## config.mk

```make
export PLATFORM = sky130hd
export DESIGN_NAME = idct_frame_arb
export DESIGN_NICKNAME = d
export VERILOG_FILES = /design/src/rtl/idct_pkg.sv /design/src/rtl/idct_tag_fifo.sv /design/src/rtl/idct_frame_arb.sv
export SDC_FILE = /design/constraint.sdc
export NUM_CORES = 1
export LEC_CHECK = 0
export ABC_AREA = 1
export BUFFER_PORTS_ARGS = -buffer_cell sky130_fd_sc_hd__buf_4
export CORE_UTILIZATION = 46
export DETAILED_ROUTE_END_ITERATION = 8
export GPL_TIMING_DRIVEN = 0
export PLACE_DENSITY = 0.87
export RECOVER_POWER = 100
export SYNTH_ARGS = -nofsm -noshare
export SYNTH_HDL_FRONTEND = slang
export SYNTH_HIERARCHICAL = 1
export SYNTH_SLANG_ARGS = --single-unit
```

## constraint.sdc

```tcl
create_clock -name clk -period 3.9 [get_ports clk]
set_clock_uncertainty 0.2 [all_clocks]
set_input_delay 0.39 -clock clk [delete_from_list [all_inputs] [get_ports clk]]
set_output_delay 0.39 -clock clk [all_outputs]
set_load 0.1 [all_outputs]
```

## src/rtl/idct_pkg.sv

```systemverilog
// Shared types and helpers for the IDCT frame arbiter.
// Holds the FSM encoding, frame-length limits and the legal-length check.
package idct_pkg;

    localparam int unsigned FFTPTS_MAX = 2048;
    localparam int unsigned FFTPTS_W   = 12;

    localparam logic [FFTPTS_W-1:0] FFTPTS_RST = FFTPTS_W'(FFTPTS_MAX);

    typedef enum logic [1:0] {
        IDLE = 2'd0,
        PASS = 2'd1,
        DROP = 2'd2
    } arb_state_e;

    // Only power-of-two lengths from 16 to 2048 are accepted by the back-end.
    function automatic logic fftpts_legal(input logic [FFTPTS_W-1:0] pts);
        logic ok;
        ok = 1'b0;
        case (pts)
            12'd16, 12'd32, 12'd64, 12'd128,
            12'd256, 12'd512, 12'd1024, 12'd2048: ok = 1'b1;
            default: ok = 1'b0;
        endcase
        return ok;
    endfunction

endpackage

```

## src/rtl/idct_tag_fifo.sv

```systemverilog
// One-bit owner-tag FIFO for frames in flight inside the back-end.
// Simultaneous push and pop are both honoured.
module idct_tag_fifo #(
    parameter int unsigned DEPTH = 2
) (
    input  logic clk,
    input  logic rst_n_sync,
    input  logic push_i,
    input  logic din_i,
    input  logic pop_i,
    output logic dout_o,
    output logic full_o,
    output logic empty_o
);

    localparam int unsigned AW = (DEPTH > 1) ? $clog2(DEPTH) : 1;
    localparam logic [AW:0] CNT_FULL = (AW+1)'(DEPTH);
    localparam logic [AW:0] CNT_ONE  = (AW+1)'(1);
    localparam logic [AW-1:0] PTR_ONE = AW'(1);

    logic [DEPTH-1:0] mem_q;
    logic [AW-1:0]    wr_q;
    logic [AW-1:0]    rd_q;
    logic [AW:0]      cnt_q;
    logic [AW:0]      cnt_d;
    logic             do_push;
    logic             do_pop;

    assign full_o  = (cnt_q == CNT_FULL);
    assign empty_o = (cnt_q == '0);
    assign dout_o  = mem_q[rd_q];

    assign do_push = push_i & ~full_o;
    assign do_pop  = pop_i & ~empty_o;

    always_comb begin
        cnt_d = cnt_q;
        unique case ({do_push, do_pop})
            2'b10:   cnt_d = cnt_q + CNT_ONE;
            2'b01:   cnt_d = cnt_q - CNT_ONE;
            default: cnt_d = cnt_q;
        endcase
    end

    always_ff @(posedge clk) begin
        if (!rst_n_sync) begin
            mem_q <= '0;
            wr_q  <= '0;
            rd_q  <= '0;
            cnt_q <= '0;
        end else begin
            if (do_push) begin
                mem_q[wr_q] <= din_i;
                wr_q        <= wr_q + PTR_ONE;
            end
            if (do_pop) begin
                rd_q <= rd_q + PTR_ONE;
            end
            cnt_q <= cnt_d;
        end
    end

endmodule

```

## src/rtl/idct_frame_arb.sv

```systemverilog
// Round-robin frame arbiter sharing one IDCT back-end between two requesters.
// Output frames are tagged with the owning channel from the tag FIFO.
module idct_frame_arb
    import idct_pkg::*;
#(
    parameter int unsigned wDataInOut = 16,
    parameter int unsigned TAG_DEPTH  = 2
) (
    input  logic                  clk,
    input  logic                  rst_n_sync,
    input  logic                  s0_valid,
    output logic                  s0_ready,
    input  logic                  s0_sop,
    input  logic                  s0_eop,
    input  logic [wDataInOut-1:0] s0_real,
    input  logic [wDataInOut-1:0] s0_imag,
    input  logic [11:0]           s0_fftpts,
    input  logic                  s1_valid,
    output logic                  s1_ready,
    input  logic                  s1_sop,
    input  logic                  s1_eop,
    input  logic [wDataInOut-1:0] s1_real,
    input  logic [wDataInOut-1:0] s1_imag,
    input  logic [11:0]           s1_fftpts,
    output logic                  m_valid,
    output logic                  m_sop,
    output logic                  m_eop,
    input  logic                  m_ready,
    output logic [wDataInOut-1:0] m_real,
    output logic [wDataInOut-1:0] m_imag,
    output logic [11:0]           m_fftpts,
    input  logic                  r_valid,
    input  logic                  r_sop,
    input  logic                  r_eop,
    input  logic [wDataInOut-1:0] r_real,
    input  logic [wDataInOut-1:0] r_imag,
    output logic                  r_ready,
    output logic                  out_valid,
    output logic                  out_sop,
    output logic                  out_eop,
    output logic [wDataInOut-1:0] out_real,
    output logic [wDataInOut-1:0] out_imag,
    output logic                  out_ch,
    input  logic                  out_ready,
    output logic                  err_len,
    output logic                  err_pts
);

    arb_state_e  state_q, state_d;
    logic        ch_q, ch_d;
    logic        last_q, last_d;
    logic [11:0] pts_q, pts_d;
    logic [11:0] cnt_q, cnt_d;
    logic        err_len_q, err_len_d;
    logic        err_pts_q, err_pts_d;

    logic                  g_valid;
    logic                  g_sop;
    logic                  g_eop;
    logic [wDataInOut-1:0] g_real;
    logic [wDataInOut-1:0] g_imag;

    logic        req0;
    logic        req1;
    logic        grant_ch;
    logic [11:0] grant_pts;
    logic        pts_last;
    logic        eop_int;
    logic        m_xfer;

    logic tag_push;
    logic tag_pop;
    logic tag_head;
    logic tag_full;
    logic tag_empty;

    assign g_valid = ch_q ? s1_valid : s0_valid;
    assign g_sop   = ch_q ? s1_sop   : s0_sop;
    assign g_eop   = ch_q ? s1_eop   : s0_eop;
    assign g_real  = ch_q ? s1_real  : s0_real;
    assign g_imag  = ch_q ? s1_imag  : s0_imag;

    assign req0 = s0_valid & s0_sop;
    assign req1 = s1_valid & s1_sop;

    // On a tie the channel that did not win last time gets the frame.
    assign grant_ch  = (req0 & req1) ? ~last_q : req1;
    assign grant_pts = grant_ch ? s1_fftpts : s0_fftpts;

    assign pts_last = (cnt_q == (pts_q - 12'd1));
    assign eop_int  = g_eop | pts_last;
    assign m_xfer   = m_valid & m_ready;

    always_comb begin
        state_d   = state_q;
        ch_d      = ch_q;
        last_d    = last_q;
        pts_d     = pts_q;
        cnt_d     = cnt_q;
        err_len_d = 1'b0;
        err_pts_d = 1'b0;
        s0_ready  = 1'b0;
        s1_ready  = 1'b0;
        m_valid   = 1'b0;
        m_sop     = 1'b0;
        m_eop     = 1'b0;
        m_real    = '0;
        m_imag    = '0;
        tag_push  = 1'b0;
        unique case (state_q)
            IDLE: begin
                s0_ready = s0_valid & ~s0_sop;
                s1_ready = s1_valid & ~s1_sop;
                cnt_d    = '0;
                if ((req0 | req1) & ~tag_full) begin
                    ch_d      = grant_ch;
                    pts_d     = grant_pts;
                    state_d   = fftpts_legal(grant_pts) ? PASS : DROP;
                    err_pts_d = ~fftpts_legal(grant_pts);
                end
            end
            PASS: begin
                m_valid = g_valid;
                m_sop   = g_valid & g_sop & (cnt_q == 12'd0);
                m_eop   = g_valid & eop_int;
                m_real  = g_real;
                m_imag  = g_imag;
                if (ch_q) s1_ready = m_ready;
                else      s0_ready = m_ready;
                if (m_xfer) begin
                    cnt_d     = cnt_q + 12'd1;
                    tag_push  = (cnt_q == 12'd0);
                    err_len_d = g_eop ^ pts_last;
                    if (eop_int) begin
                        state_d = IDLE;
                        last_d  = ch_q;
                    end
                end
            end
            DROP: begin
                if (ch_q) s1_ready = 1'b1;
                else      s0_ready = 1'b1;
                if (g_valid & g_eop) begin
                    state_d = IDLE;
                    last_d  = ch_q;
                end
            end
            default: state_d = IDLE;
        endcase
    end

    always_ff @(posedge clk) begin
        if (!rst_n_sync) begin
            state_q   <= IDLE;
            ch_q      <= 1'b0;
            last_q    <= 1'b1;
            pts_q     <= FFTPTS_RST;
            cnt_q     <= '0;
            err_len_q <= 1'b0;
            err_pts_q <= 1'b0;
        end else begin
            state_q   <= state_d;
            ch_q      <= ch_d;
            last_q    <= last_d;
            pts_q     <= pts_d;
            cnt_q     <= cnt_d;
            err_len_q <= err_len_d;
            err_pts_q <= err_pts_d;
        end
    end

    assign m_fftpts = pts_q;
    assign err_len  = err_len_q;
    assign err_pts  = err_pts_q;

    // Results are only released while an owner tag is known.
    assign out_valid = r_valid & ~tag_empty;
    assign r_ready   = out_ready & ~tag_empty;
    assign out_sop   = r_sop;
    assign out_eop   = r_eop;
    assign out_real  = r_real;
    assign out_imag  = r_imag;
    assign out_ch    = tag_head;
    assign tag_pop   = r_valid & r_ready & r_eop;

    idct_tag_fifo #(
        .DEPTH (TAG_DEPTH)
    ) u_tag_fifo (
        .clk        (clk),
        .rst_n_sync (rst_n_sync),
        .push_i     (tag_push),
        .din_i      (ch_q),
        .pop_i      (tag_pop),
        .dout_o     (tag_head),
        .full_o     (tag_full),
        .empty_o    (tag_empty)
    );

endmodule

```

==> impl_metrics.yaml <==
floorplan:
  core_area_sq_um: 6830
  io_pins: 221
  die_h_microns: 86.3
  rows: 30
  start_util_pct: 47.9
  die_area_sq_um: 7450
  dieWidth_microns: 86.3
synth:
  synth-seq-area-share_pct: 22.0
  yosys.area_share.simple_pct: 39.0
  synth-seq-cells: 36
  synth_nets: 693
  ys_types: 37
  synth_mux_area_share_pct: 0.306
  syn_area_per_cell_sq_um: 5.89
  synth_top_family_by_area: "simple AND/OR/NAND/NOR gates"
  synth_adder_area_share_pct: 1.91
  netlist_area_sq_um: 3270
  yosysWarnings: 6
  netlist_instances: 555
  synth_compound_area_share_pct: 14.0
  synth_xor_area_share_pct: 4.82
detailed_routing:
  viasPerCell: 5.06
  vias: 4273
  top_layer_used: "met4"
  drc: 0
  drt-total-wl_microns: 11300
  wl_met2_microns: 5620
  wl_per_cell_microns: 13.4
  antenna_left: 0
  dr_wl_met3_microns: 1020
  drt_pass1_iterations: 7
  wl_met1_microns: 4500
  drtIter0Drc: 242
setup_path:
  start_kind: "flip-flop"
  slowest_stage: "clkbuf_1"
  ff2ff_setup_slack_ns: 1.30
  critical_path.most_common_cell: "clkbuf_1"
  crit_arrival_ns: 2.81
  path_buf_inv: 4
  path_max_fanout: 10
  critPathRequiredTime_ns: 3.31
  crit_family: "buffers and inverters"
  end_kind: "output port"
  critPathKind: "reg2out"
  cpPeakStageDelay_ns: 0.92
  path_cells: "clkbuf_1 -> clkinv_1 -> clkbuf_1 -> o32ai_1 -> clkbuf_1"
power_and_ir_drop:
  p_seq_share_pct: 30.1
  p_int_mw: 0.727
  p_sw_mw: 0.626
  combPwrFrac_pct: 48.2
  ir_worst_vdd_v: 0.000194
  clkPwrFrac_pct: 21.6
  total_power_mw: 1.35
  p_per_area_nw_per_um2: 300
  swShare_pct: 46.3
  leakage_nw: 2.21
place:
  io_buffers: 187
  place_area_sq_um: 4800
  gp_congestion: 0.917
  hpwl_microns: 9370
hold_path:
  hp-class: "in2reg"
cts:
  clock_sinks: 36
  clkTransAtPathRegs_ns: 0.08
  cts_inserted_buffers: 5
  cts_htree_levels: 2
  cts_buffer_depth: 2
  cts_tree: "yes"
  hold_buffers: 0
  cts_setup_buffers: 0
  clk_latency_ns: 0.29
  post_cts_resized: 0
  cts_root_buf: "clkbuf_8"
grt:
  grtUsageTotal_pct: 28.2
  grt.overflow.total: 0
  first_global_vias: 3789
  antenna_found_initial: 0
  grt_pass1_wl_microns: 16900
  grt_max_degree: 11
timing:
  finalSetupTns_ns: 0
  timing_worst_slew_pin_value_ns: 1.23
  max_freq_mhz: 294
  grt_setup_unrepaired: "false"
  setup_viol: 0
  hold_viol: 0
  fin_crit_sh_pct: 87.1
  finalMaxSlewViolations: 0
  slew_headroom_pct: 18.6
  min_period_ns: 3.40
job:
  maxCapViolCount: 0
final_layout:
  final_area_sq_um: 4510
  nNetsFinal: 887
  area_delta_synth_final_pct: 37.9
  n_antenna_cell: 0
  final_util_pct: 66.0
  layout-drive-gt1-share_pct: 20.8
status:
  run_status: "finished, final reports clean"
cells in the mapped netlist:
cell type / n / area, sq um
nand4_1: 9 / 56.3
inv_2: 1 / 3.75
ha_1: 5 / 62.6
nor2_2: 3 / 18.8
o32ai_1: 2 / 17.5
or2_2: 2 / 12.5
inv_1: 58 / 218
nor4_1: 1 / 6.26
a21o_1: 1 / 7.51
nand2_4: 1 / 11.3
nand3b_1: 6 / 45.0
buf_2: 3 / 15.0
nand2_1: 174 / 653
clkbuf_1: 10 / 37.5
o21ai_0: 18 / 90.1
nor2_4: 2 / 22.5
nor3_1: 4 / 20.0
nand3_1: 31 / 155
xnor2_1: 4 / 35.0
buf_1: 3 / 11.3
buf_4: 34 / 255
dfxtp_1: 36 / 721
buf_8: 1 / 15.0
nor2_1: 51 / 191
clkinv_4: 1 / 8.76
a21oi_1: 58 / 290
mux2i_1: 1 / 10.0
a211oi_1: 4 / 30.0
clkinv_1: 2 / 7.51
nand3_2: 1 / 10.0
buf_6: 1 / 11.3
o21ai_2: 1 / 8.76
xor2_1: 14 / 123
nand3_4: 1 / 17.5
and3_1: 2 / 12.5
nand2_2: 7 / 43.8
o211ai_1: 2 / 15.0
logic make-up (layout without fill, tap and decap cells):
logic type	Yosys count	in the layout
AND/OR/NAND/NOR	295	295
adder cells (fa/ha/maj)	5	5
buffers and inverters	114	308
XOR/XNOR	18	18
multiplexers	1	1
flip-flops	36	36
AO/OA/AOI/OAI	86	86
state kept, by name, summed over array words and instances, names as in the netlist:
name and flops:
cnt_q 12, m_fftpts 12, state_q 2, u_tag_fifo/cnt_q 2, u_tag_fifo/mem_q 2, ch_q 1, err_len 1, err_pts 1
last_q 1, u_tag_fifo/rd_q 1, u_tag_fifo/wr_q 1
worst min-delay path, stage by stage:
cell	delay, ns
buf_4	0.15
nand2_1	0.07
nor2_1	0.03
per-stage QoR:
stage,setup slack (ns),hold WS (ns),instances
CTS,0.817,0.185,845
floorplan,0.230,0.262,555
global route,0.351,0.198,845
global placement,1.17,0.292,838
detailed placement,1.13,0.304,838
finish,0.502,0.194,845
power groups by stage:
| stage | clock network [mW] | registers (mW) | logic [mW] |
|---|---|---|---|
| 2_1_floorplan | 0 | 0.516 | 0.395 |
| 3_3_place_gp | 0 | 0.415 | 0.673 |
| 3_5_place_dp | 0 | 0.416 | 0.686 |
| 4_1_cts | 0.291 | 0.407 | 0.689 |
| 5_1_grt | 0.309 | 0.409 | 0.695 |
| 6_report | 0.293 | 0.407 | 0.653 |
final cells by class:
type | count | area [sq um]
fill | 726 | 2320
clock buffer | 7 | 96.3
multi-input combinational | 405 | 1920
sequential | 36 | 721
timing repair buffer | 187 | 1080
buffer | 52 | 332
inverter | 62 | 238
tap | 96 | 120
final timing paths:
| check | endpoint | start | cells past startpoint |
|---|---|---|---|
| setup / recovery | s1_ready | ch_q$_SDFFE_PN0P_ | 5 |
| hold / removal | u_tag_fifo/mem_q[0]$_SDFFE_PN0P_ | rst_n_sync | 3 |
| setup reg to reg | err_pts$_SDFF_PN0_ | last_q$_SDFFE_PN1P_ | 12 |
| hold reg to reg | last_q$_SDFFE_PN1P_ | last_q$_SDFFE_PN1P_ | 2 |
cell usage in the layout, fill, tap and decap left out:
| cell type | netlist | routed |
|---|---|---|
| nand3_1 | 31 | 32 |
| o211ai_1 | 2 | 2 |
| clkbuf_8 | 0 | 7 |
| nand2_2 | 7 | 3 |
| buf_4 | 34 | 135 |
| nand4_1 | 9 | 9 |
| xnor2_1 | 4 | 4 |
| dfxtp_1 | 36 | 36 |
| o32ai_1 | 2 | 2 |
| inv_1 | 58 | 58 |
| and3_1 | 2 | 2 |
| a21oi_1 | 58 | 58 |
| mux2i_1 | 1 | 1 |
| xor2_1 | 14 | 14 |
| nor2_1 | 51 | 53 |
| nand3b_1 | 6 | 6 |
| clkinv_1 | 2 | 3 |
| o21ai_2 | 1 | 1 |
| or2_2 | 2 | 2 |
| clkbuf_2 | 0 | 1 |
| nand2_1 | 174 | 179 |
| nor3_1 | 4 | 4 |
| ha_1 | 5 | 5 |
| a21o_1 | 1 | 1 |
| buf_2 | 3 | 1 |
| nand3_2 | 1 | 1 |
| buf_1 | 3 | 2 |
| buf_6 | 1 | 1 |
| clkinv_4 | 1 | 1 |
| nor4_1 | 1 | 1 |
| nor2_2 | 3 | 3 |
| a211oi_1 | 4 | 4 |
| o21ai_0 | 18 | 18 |
| clkbuf_1 | 10 | 99 |
metal layers:
layer | vias up | GRT usage, %
met5 | - | 0
met4 | 0 | 8.03
met3 | 18 | 4.95
met2 | 220 | 51.3
met1 | 1920 | 33.9
li1 | 2115 | -
No activity file was read; power rests on OpenSTA's default activity.
